[src/rtl/board_render_pkg.sv]
// ============================================================================
// Module      : board_render_pkg
// Description : Shared constants, FSM state encoding and width helper for the
//               checkers-board renderer. Optional macro: WIN_BANNER_EN.
// Revision    : 1.0 - initial release
// ============================================================================
`default_nettype none

package board_render_pkg;

    localparam logic [2:0] CODE_EMPTY      = 3'b000;
    localparam logic [2:0] CODE_DARK_MAN   = 3'b001;
    localparam logic [2:0] CODE_LIGHT_MAN  = 3'b010;
    localparam logic [2:0] CODE_DARK_KING  = 3'b011;
    localparam logic [2:0] CODE_LIGHT_KING = 3'b100;

    localparam logic [2:0] CLR_P1    = 3'b000;
    localparam logic [2:0] CLR_SEL   = 3'b001;
    localparam logic [2:0] CLR_HL    = 3'b010;
    localparam logic [2:0] CLR_P2    = 3'b100;
    localparam logic [2:0] CLR_KING  = 3'b101;
    localparam logic [2:0] CLR_DARK  = 3'b110;
    localparam logic [2:0] CLR_LIGHT = 3'b111;

    typedef enum logic [2:0] {
        ST_IDLE   = 3'd0,
        ST_TILES  = 3'd1,
        ST_PIECES = 3'd2,
        ST_FINISH = 3'd3
`ifdef WIN_BANNER_EN
        , ST_BANNER = 3'd4
`endif
    } state_t;

    // Never returns less than 1 so a one-entry range still gets a real bit.
    function automatic int clog2(input int value);
        int w;
        w = 1;
        while ((1 << w) < value) w = w + 1;
        return w;
    endfunction

endpackage

`default_nettype wire

[src/rtl/piece_sprite_rom.sv]
// ============================================================================
// Module      : piece_sprite_rom
// Description : Combinational disc sprite: sprite row -> horizontal span
//               [lo,hi]; rows outside the disc return lo > hi.
// Revision    : 1.0 - initial release
// ============================================================================
`default_nettype none

module piece_sprite_rom
    import board_render_pkg::*;
#(
    parameter int CELL = 15
) (
    input  logic [clog2(CELL)-1:0] sr,
    output logic [clog2(CELL)-1:0] lo,
    output logic [clog2(CELL)-1:0] hi
);

    localparam int SW  = clog2(CELL);
    localparam int CTR = CELL / 2;
    localparam int RAD = CELL / 2 - 1;

    int dy;
    int rem;
    int half;

    // Half-width is the integer square root of RAD^2 - dy^2.
    always_comb begin
        dy = int'(sr) - CTR;
        if (dy < 0) dy = -dy;
        rem  = RAD * RAD - dy * dy;
        half = 0;
        for (int k = 0; k <= RAD; k++) begin
            if (k * k <= rem) half = k;
        end
        if (dy <= RAD) begin
            lo = SW'(CTR - half);
            hi = SW'(CTR + half);
        end else begin
            lo = SW'(1);
            hi = '0;
        end
    end

endmodule

`default_nettype wire

[src/rtl/board_renderer.sv]
// ============================================================================
// Module      : board_renderer
// Description : Streams a checkers board (tiles, overlays, sprite pieces) one
//               pixel per clock. Optional macro: WIN_BANNER_EN (win banner).
// Revision    : 1.0 - initial release
// ============================================================================
`default_nettype none

module board_renderer
    import board_render_pkg::*;
#(
    parameter int BOARD_N  = 8,
    parameter int CELL     = 15,
    parameter int ORIGIN_X = 20,
    parameter int ORIGIN_Y = 0,
    parameter int X_W      = 8,
    parameter int Y_W      = 7,
    parameter int CLR_W    = 3
) (
    input  logic                           clk,
    input  logic                           reset,
    input  logic                           redraw,
    input  logic [3*BOARD_N*BOARD_N-1:0]   board,
    input  logic [clog2(BOARD_N)-1:0]      sel_x,
    input  logic [clog2(BOARD_N)-1:0]      sel_y,
    input  logic [clog2(BOARD_N)-1:0]      hl_x,
    input  logic [clog2(BOARD_N)-1:0]      hl_y,
    input  logic                           hl_en,
`ifdef WIN_BANNER_EN
    input  logic                           win,
    input  logic                           p1_win,
`endif
    output logic [X_W-1:0]                 x,
    output logic [Y_W-1:0]                 y,
    output logic [CLR_W-1:0]               colour,
    output logic                           plot,
    output logic                           busy,
    output logic                           done
);

    localparam int CW    = clog2(BOARD_N);
    localparam int SW    = clog2(CELL);
    localparam int NCELL = BOARD_N * BOARD_N;
    localparam int IW    = clog2(NCELL);
    localparam int BW    = BOARD_N * CELL;
    localparam logic [CW-1:0] LAST_CELL = CW'(BOARD_N - 1);
    localparam logic [SW-1:0] LAST_SUB  = SW'(CELL - 1);
    localparam logic [SW-1:0] KING_ROW  = SW'(CELL / 2);

    state_t                     state, state_n;
    logic [CW-1:0]              col, col_n, row, row_n;
    logic [SW-1:0]              sx, sx_n, sy, sy_n;
    logic                       row_start, row_start_n;
    logic                       pending, pending_n;
    logic                       snap;
    logic [3*NCELL-1:0]         board_s;
    logic [CW-1:0]              sel_x_s, sel_y_s, hl_x_s, hl_y_s;
    logic                       hl_en_s;
    logic [X_W-1:0]             x_n;
    logic [Y_W-1:0]             y_n;
    logic [CLR_W-1:0]           colour_n;
    logic                       plot_n, busy_n, done_n;
    logic [2:0]                 cells [NCELL];
    logic [2:0]                 code;
    logic [2:0]                 tile_clr, piece_clr;
    logic                       is_piece;
    logic [SW-1:0]              span_lo, span_hi, eff_sc;
    logic                       adv_row, adv_cell;
    logic [31:0]                bx, by;
    state_t                     after_pieces;
`ifdef WIN_BANNER_EN
    localparam int BCW = clog2(4 * BW);
    localparam logic [BCW-1:0] BLAST = BCW'(4 * BW - 5);
    logic                       win_s, p1_win_s;
    logic [BCW-1:0]             bcnt, bcnt_n;
    logic [31:0]                k;
`endif

    for (genvar i = 0; i < NCELL; i++) begin : g_cells
        assign cells[i] = board_s[3*i +: 3];
    end

    piece_sprite_rom #(.CELL(CELL)) u_rom (
        .sr (sy),
        .lo (span_lo),
        .hi (span_hi)
    );

    // Overlay priority: highlight, then selected row/column, then checker base.
    always_comb begin
        code = cells[IW'(32'(row) * BOARD_N + 32'(col))];
        is_piece = (code == CODE_DARK_MAN) || (code == CODE_LIGHT_MAN) ||
                   (code == CODE_DARK_KING) || (code == CODE_LIGHT_KING);
        if (hl_en_s && col == hl_x_s && row == hl_y_s)  tile_clr = CLR_HL;
        else if (col == sel_x_s || row == sel_y_s)       tile_clr = CLR_SEL;
        else if (col[0] ^ row[0])                        tile_clr = CLR_DARK;
        else                                             tile_clr = CLR_LIGHT;
        if ((code == CODE_DARK_KING || code == CODE_LIGHT_KING) && sy > KING_ROW)
            piece_clr = CLR_KING;
        else if (code == CODE_LIGHT_MAN || code == CODE_LIGHT_KING)
            piece_clr = CLR_P2;
        else
            piece_clr = CLR_P1;
`ifdef WIN_BANNER_EN
        after_pieces = win_s ? ST_BANNER : ST_FINISH;
`else
        after_pieces = ST_FINISH;
`endif
    end

    always_comb begin
        state_n     = state;
        col_n       = col;
        row_n       = row;
        sx_n        = sx;
        sy_n        = sy;
        row_start_n = row_start;
        pending_n   = pending | (redraw && state != ST_IDLE);
        snap        = 1'b0;
        x_n         = x;
        y_n         = y;
        colour_n    = colour;
        plot_n      = 1'b0;
        busy_n      = busy;
        done_n      = 1'b0;
        bx          = '0;
        by          = '0;
        eff_sc      = row_start ? span_lo : sx;
        adv_row     = 1'b0;
        adv_cell    = 1'b0;
`ifdef WIN_BANNER_EN
        bcnt_n      = bcnt;
        k           = 32'(bcnt);
`endif
        case (state)
            ST_IDLE: begin
                if (redraw || pending) begin
                    snap      = 1'b1;
                    pending_n = 1'b0;
                    busy_n    = 1'b1;
                    col_n     = '0;
                    row_n     = '0;
                    sx_n      = '0;
                    sy_n      = '0;
                    state_n   = ST_TILES;
                end
            end
            ST_TILES: begin
                bx       = 32'(col) * CELL + 32'(sx);
                by       = 32'(row) * CELL + 32'(sy);
                plot_n   = 1'b1;
                colour_n = CLR_W'(tile_clr);
                if (sx == LAST_SUB) begin
                    sx_n = '0;
                    if (col == LAST_CELL) begin
                        col_n = '0;
                        if (sy == LAST_SUB) begin
                            sy_n = '0;
                            if (row == LAST_CELL) begin
                                row_n       = '0;
                                row_start_n = 1'b1;
                                state_n     = ST_PIECES;
                            end else begin
                                row_n = row + 1'b1;
                            end
                        end else begin
                            sy_n = sy + 1'b1;
                        end
                    end else begin
                        col_n = col + 1'b1;
                    end
                end else begin
                    sx_n = sx + 1'b1;
                end
            end
            ST_PIECES: begin
                bx = 32'(col) * CELL + 32'(eff_sc);
                by = 32'(row) * CELL + 32'(sy);
                if (!is_piece) begin
                    adv_cell = 1'b1;
                end else if (span_lo > span_hi) begin
                    adv_row = 1'b1;
                end else begin
                    plot_n      = 1'b1;
                    colour_n    = CLR_W'(piece_clr);
                    sx_n        = eff_sc + 1'b1;
                    row_start_n = 1'b0;
                    adv_row     = (eff_sc == span_hi);
                end
                if (adv_row) begin
                    if (sy == LAST_SUB) begin
                        adv_cell = 1'b1;
                    end else begin
                        sy_n        = sy + 1'b1;
                        row_start_n = 1'b1;
                    end
                end
                if (adv_cell) begin
                    sy_n        = '0;
                    row_start_n = 1'b1;
                    if (col == LAST_CELL) begin
                        col_n = '0;
                        if (row == LAST_CELL) begin
                            row_n   = '0;
                            state_n = after_pieces;
`ifdef WIN_BANNER_EN
                            bcnt_n  = '0;
`endif
                        end else begin
                            row_n = row + 1'b1;
                        end
                    end else begin
                        col_n = col + 1'b1;
                    end
                end
            end
`ifdef WIN_BANNER_EN
            ST_BANNER: begin
                // Clockwise walk: top edge, right edge, bottom edge, left edge.
                if (k < 32'(BW)) begin
                    bx = k;
                    by = '0;
                end else if (k < 32'(2 * BW - 1)) begin
                    bx = 32'(BW - 1);
                    by = k - 32'(BW - 1);
                end else if (k < 32'(3 * BW - 2)) begin
                    bx = 32'(3 * BW - 3) - k;
                    by = 32'(BW - 1);
                end else begin
                    bx = '0;
                    by = 32'(4 * BW - 4) - k;
                end
                plot_n   = 1'b1;
                colour_n = CLR_W'(p1_win_s ? CLR_P1 : CLR_P2);
                if (bcnt == BLAST) state_n = ST_FINISH;
                else               bcnt_n  = bcnt + 1'b1;
            end
`endif
            ST_FINISH: begin
                done_n  = 1'b1;
                busy_n  = 1'b0;
                state_n = ST_IDLE;
            end
            default: begin
                state_n = ST_IDLE;
                busy_n  = 1'b0;
            end
        endcase
        if (plot_n) begin
            x_n = X_W'(32'(ORIGIN_X) + bx);
            y_n = Y_W'(32'(ORIGIN_Y) + by);
        end
    end

    always_ff @(posedge clk or posedge reset) begin
        if (reset) begin
            state     <= ST_IDLE;
            col       <= '0;
            row       <= '0;
            sx        <= '0;
            sy        <= '0;
            row_start <= 1'b0;
            pending   <= 1'b0;
            board_s   <= '0;
            sel_x_s   <= '0;
            sel_y_s   <= '0;
            hl_x_s    <= '0;
            hl_y_s    <= '0;
            hl_en_s   <= 1'b0;
            x         <= '0;
            y         <= '0;
            colour    <= '0;
            plot      <= 1'b0;
            busy      <= 1'b0;
            done      <= 1'b0;
`ifdef WIN_BANNER_EN
            win_s     <= 1'b0;
            p1_win_s  <= 1'b0;
            bcnt      <= '0;
`endif
        end else begin
            state     <= state_n;
            col       <= col_n;
            row       <= row_n;
            sx        <= sx_n;
            sy        <= sy_n;
            row_start <= row_start_n;
            pending   <= pending_n;
            x         <= x_n;
            y         <= y_n;
            colour    <= colour_n;
            plot      <= plot_n;
            busy      <= busy_n;
            done      <= done_n;
            if (snap) begin
                board_s <= board;
                sel_x_s <= sel_x;
                sel_y_s <= sel_y;
                hl_x_s  <= hl_x;
                hl_y_s  <= hl_y;
                hl_en_s <= hl_en;
`ifdef WIN_BANNER_EN
                win_s    <= win;
                p1_win_s <= p1_win;
`endif
            end
`ifdef WIN_BANNER_EN
            bcnt <= bcnt_n;
`endif
        end
    end

endmodule

`default_nettype wire

[config.mk]
export PLATFORM = sky130hd
export DESIGN_NAME = board_renderer
export DESIGN_NICKNAME = d
export VERILOG_FILES = /design/src/rtl/board_render_pkg.sv /design/src/rtl/piece_sprite_rom.sv /design/src/rtl/board_renderer.sv
export SDC_FILE = /design/constraint.sdc
export NUM_CORES = 1
export LEC_CHECK = 0
export CAP_MARGIN = 20
export CORE_ASPECT_RATIO = 1.1
export CORE_MARGIN = 4
export CORE_UTILIZATION = 33
export CTS_CLUSTER_SIZE = 16
export DETAILED_ROUTE_END_ITERATION = 6
export SYNTH_ARGS = -nofsm -noshare
export SYNTH_HDL_FRONTEND = slang
export SYNTH_SLANG_ARGS = --single-unit
[constraint.sdc]
create_clock -name clk -period 18.7 [get_ports clk]
set_input_delay 1.87 -clock clk [delete_from_list [all_inputs] [get_ports clk]]
set_output_delay 1.87 -clock clk [all_outputs]
set_load 0.01 [all_outputs]
# [Word-level counts from Yosys, hierarchy flattened]
# Cells that the tools add are included.
[word_totals] out_inout_bits=21 ff_bits=245 romBits=0 latchBits=0 memories=0 ramBits=0 inputBits=208
[op_classes] n_shift=0 div=0 magnitude_cmp=11 bitwise=4 eq_ne=28 reduce_logical=24 n_mul=3 mux=83 n_addsub=15
[op_table] op="$mux 3" n=29
[op_table] op="$le 6x32->1 const A" n=2
[op_table] op="$mux 4" n=13
[op_table] op="$le 2x32->1 const A" n=1
[op_table] op="$le 32x4->1 const B" n=1
[op_table] op="$le 4x32->1 const A" n=1
[op_table] op="$le 5x32->1 const A" n=1
[op_table] op="$le 7x32->1 const A" n=1
[op_table] op="$lt 32x1->1 const B" n=1
[op_table] op="$mul 32x32->32" n=1
[op_table] op="$mux 32" n=1
[op_table] op="$neg 32->32" n=1
[op_table] op="$sub 7x32->32 const A" n=1
[op_table] op="$pmux 3 s3" n=3
[op_table] op="$mux 1" n=26
[op_table] op="$pmux 4 s3" n=2
[op_table] op="$ne 2x2->1 const B" n=10
[op_table] op="$bmux 3 s6" n=1
[op_table] op="$add 7x4->8" n=2
[op_table] op="$pmux 8 s2" n=1
[op_table] op="$mul 3x4->7 const B" n=2
[op_table] op="$add 4x1->4 const B" n=3
[op_table] op="$eq 3x2->1 const B" n=4
[op_table] op="$eq 3x3->1" n=4
[op_table] op="36 further kinds" n=56

# [Depth between registers and ports, before layout]
[depth] word_depth=23 mapped_depth=44 mapped_depth_nobuf=42

# [By module]
# From an unflattened synthesis, not the netlist that was laid out.
[unflattened] hier_cells=2202 hier_area_um2=25882.3
[by_module_without_submodules] mod="piece_sprite_rom" cells_each=1308 area_each_um2=13344.0 seq_area_each_um2=0.0 n_inst=1
[by_module_without_submodules] mod="board_renderer" cells_each=894 area_each_um2=12538.3 seq_area_each_um2=6105.9 n_inst=1

# [Worst setup path before layout]
# No wires, ideal clock.
[synth_path] path_kind="register to register" from="register sy[1]" to="register col[2]" path_stages_with_launch=33 arrival_time_ns=8.657 setup_slack_ns=9.885 synth_period_minus_slack_ns=8.815 n_path_buf=2 path_cell_list="dfrtp_1 > ha_1 > clkbuf_1 > o21ai_0 > a21boi_0 > nand2_1 > fa_1 > fa_1 > fa_1 > inv_1 > ha_1 > ha_1 > fa_1 > inv_1 > ha_1 > o211ai_1 > o211ai_1 > o211ai_2 > xnor2_1 > a311o_1 > or4_4 > nor4_4 > nand2_2 > or3_1 > ha_1 > nor2_1 > xnor2_1 > a211o_1 > a2111o_1 > a32o_2 > or4b_1 > buf_2 > mux2i_1"
[synth_between] elab_chain_cells=23 elab_cells_between_ends=35
[synth_rtl] element="start, declared" line="board_renderer.sv:52" source="logic [SW-1:0] sx, sx_n, sy, sy_n;"
[synth_rtl] element="start signal, assigned" line="board_renderer.sv:286" source="sy <= sy_n;"
[synth_rtl] element="parallel branches: the longest is 19 deep, another holds $neg 32->32"
[synth_rtl] element="$mux 1 (*)" line="board_renderer.sv:190" source="if (adv_row) begin"
[synth_rtl] element="$mux 1 (*)" line="board_renderer.sv:135" source="case (state)"
[synth_rtl] element="$ne 2x2->1 (no line) (*)"
[synth_rtl] element="$reduce_and 4->1 (no line) (*)"
[synth_rtl] element="end signal, assigned" line="board_renderer.sv:283" source="col <= col_n;"
[synth_rtl] element="end, declared" line="board_renderer.sv:51" source="logic [CW-1:0] col, col_n, row, row_n;"
# Mark *: on every way between the ends. The select of a mux whose other input is x is not followed.
# A chain may end at the register's enable or synchronous reset.

# [Final worst setup path]
[layout_path] from="register sy[0]" to="register col[2]"
# The elaborated chain is that of the path after synthesis.

==> results.md <==
- 33.3% — initial core utilization
- 2138 — Mapped Cells
- 76000 µm² — Std-Cell Core Area
- or4b_1 — Crit-path slowest cell
- 0 — number of failing hold endpoints at the final stage
- 9.68 ns — Period minus WS final
- 94.6 mm — first-pass GRT wire length
- 23.0% — Synth-to-Final Area Change
- col[2] — capturing element of the worst setup path
- 0 — count of antenna-violating nets left after detailed routing
- 15 — largest driver fanout on the critical path
- adder cells — critical path's top delay family
- slew limit — violations in the final reports
- 2 — total buffers and inverters traversed by the critical path
- 18900 µm² — area used by multi-input combinational logic
- 0 ns — summed negative setup slack over all endpoints
- 12.4% — layout cells sized above 1
- 0 — count of instances resized after the clock tree is built
- 11.8 µm² — post-synthesis area per instance
- 4.32 — Via-to-Cell Ratio
- 0.0188 ns — Setup Skew
- reg -> reg — worst min-delay path class
- 19.11 ns — required time reported for the critical path endpoint
- 3755 — number of placed instances, taps included
- 0.55 ns — clk_lat worst skew
- 3806 — number of cells in the finished layout apart from fillers
- flop — Worst Setup Start Kind
- 10.09 ns — arrival time at the worst endpoint
- inv_1 — most common cell after layout, fill and taps aside
- 100% — share of flip-flops with an asynchronous set or reset
- -3.48% — Slew HR
- 12 — number of antenna violations at the first check in global routing
- 16445 — via count
- 0.06 ns — clock-pin slew of the registers on the worst-case setup and hold paths
- 26 — TritonCTS buffer count
- built — clock tree from TritonCTS
- 0 — DRC violations left
- dfrtp_1 — Synth Flop Type
- 206 — largest net degree at the start of global routing
- 0 — # Max-Cap Violations
- 14.9 µm — routed wirelength normalized by instance count
- 14.4% — All-Layer GR Usage
- 31 — path length in cells of the critical path
- 24.1% — part of the Yosys area used for sequential elements
- 0.64 ns — CP peak stage delay
- 6110 µm² — FF/Latch Area
- reg -> reg — type of the worst setup path
- sy[0] — worst setup path start
- 1.55 ns — slew at the pin closest to its max-slew limit
- flop — crit path capture type
- 103 MHz — highest achievable clock rate
- 56.6 mm — total detailed-routing wirelength
- 25300 µm² — post-synthesis instance area
- met5 — highest routing layer actually used
- 0 — Post-CTS Setup Bufs
- 0 — final-report setup violation count
- col[2] — endpoint of the most critical register-to-register path
- 228 — number of input and output port buffers inserted
- 3.25 mm — detailed-routed wire length on met3
- 106 — number of placement rows
- inv_1 (433), conb_1 (424), fa_1 (380), dfrtp_1 (242), clkdlybuf4s50_1 (228) — commonest cells after routing, fill and taps aside
- 55 — number of pins exceeding their max-slew limit in the final report
- 41.0% — share of the core filled with cells in the final layout
- 30200 µm² — placed cell area
- 47.3 mm — HPWL reported at the end of detailed placement
- 3 — number of buffers between clock root and the deepest sink
- 0 — Synth warnings
- 3532 — total number of nets in the final design
- 18117 — via count of the first global-routing pass
- 81200 µm² — Die Outline Area
- 51.8% — crit share post-route
- 31100 µm² — final design instance area without fill
- 0 — hold-fix buffer count after cts
- 600 — drt initial violations
- finished with violations — outcome
- 95 — Netlist cell types
- 244 — number of synthesized register bits
- 0 — total gr overflow
- 0 — number of flops mapped to enable cells by yosys
- 7322 — number of fillers in the final layout
- sy[0] — Worst R2R Start
- 272 µm — overall die width
- 298 µm — floorplan die height
- 0.860 — final RePlAce weighted congestion
- false — RSZ-0062 raised after global routing
- ha_1 — most used cell along the critical path
- 1 — number of levels the H-tree was split into
- 4 — total iterations of the first detailed-routing run
- 9.02 ns — Register-to-Register Setup Slack
- 244 — number of sinks driven by the clock tree
- 23.3 mm — metal1 wirelength
- 229 — io pins
- 31 — count of cells along the worst register-to-register path
- clkbuf_16 — clk root buf
- 29.2 mm — met2 wirelength from detailed routing
cell families after synthesis:
kind of cell	Yosys count	share of synthesized area, %
compound gates	219	5.79
xor+xnor	78	2.75
fa+ha+maj	566	39.3
buf+inv	500	7.61
flops	244	24.1
mux	285	15.4
other cells	2	0.0297
simple gates	244	4.97
stage by stage:
| step | setup slack [ns] | hold slack, ns |
|---|---|---|
| finish | 9.02 | 0.475 |
| global route | 8.17 | 0.504 |
| CTS | 8.93 | 0.479 |
| detailed placement | 8.96 | 0.464 |
| global placement | 9.14 | 0.461 |
| floorplan | 9.88 | 0.474 |
worst min-delay path, cell delays in order (launching register included):
cell     delay [ns]
dfrtp_1        0.34
nand2_1        0.05
nand2_1        0.06
how the worst min path moves through the flow:
stage / startpoint / endpoint / cells after the start / slack, ns
after floorplan: board_s[102] / board_s[102] / 1 / 0.47
after global placement: x[3] / x[3] / 2 / 0.46
after detailed placement: y[0] / y[0] / 2 / 0.46
after CTS: y[0] / y[0] / 2 / 0.48
after global routing: x[0] / x[0] / 2 / 0.50
final: y[0] / y[0] / 2 / 0.47
metal layers:
metal	up-vias	track usage (%)
li1	7848	-
met1	8267	18.4
met2	245	25.7
met3	71	3.28
met4	14	2.22
met5	-	0
sequential cells by signal (all words and copies together), names as in the netlist:
name	flops
sy	4
plot	1
sx	4
y	7
row_start	1
state	2
done	1
x	8
row	3
pending	1
hl_x_s	3
sel_y_s	3
colour	3
hl_en_s	1
sel_x_s	3
board_s	192
hl_y_s	3
col	3
busy	1
synthesized netlist by cell type, drive strengths merged (5+ instances only):
cell type  number  area (µm²)
a211oi          6        50.1
a21o           11        82.6
a21oi          51         270
a31oi           9        62.6
and2            7        43.8
and3            6        37.5
and4            5        43.8
buf            17         113
clkbuf         48         180
dfrtp         244        6110
fa            380        7610
ha            186        2330
inv           435        1630
mux2          212        2390
mux2i          10         100
mux4           63        1420
nand2          89         337
nand3          21         105
nand4           7        43.8
nor2           41         156
nor3           17        90.1
nor4            6        58.8
o211ai         13         108
o21a           12        90.1
o21ai          56         280
o22ai           7        43.8
or3            11        73.8
or4             5        41.3
xnor2          50         438
xor2           27         236
final cells by class:
cell class                 count  area share, %
tap                         1026           4.12
sequential                   244           19.6
clock inverter                 4          0.181
clock buffer                  41           2.50
multi-input combinational   1816           60.6
antenna                        5         0.0402
timing repair buffer         235           7.65
inverter                     435           5.27
Power is not shown: default switching activity piles up to over one toggle a cycle in this logic, so the estimate is an artifact.
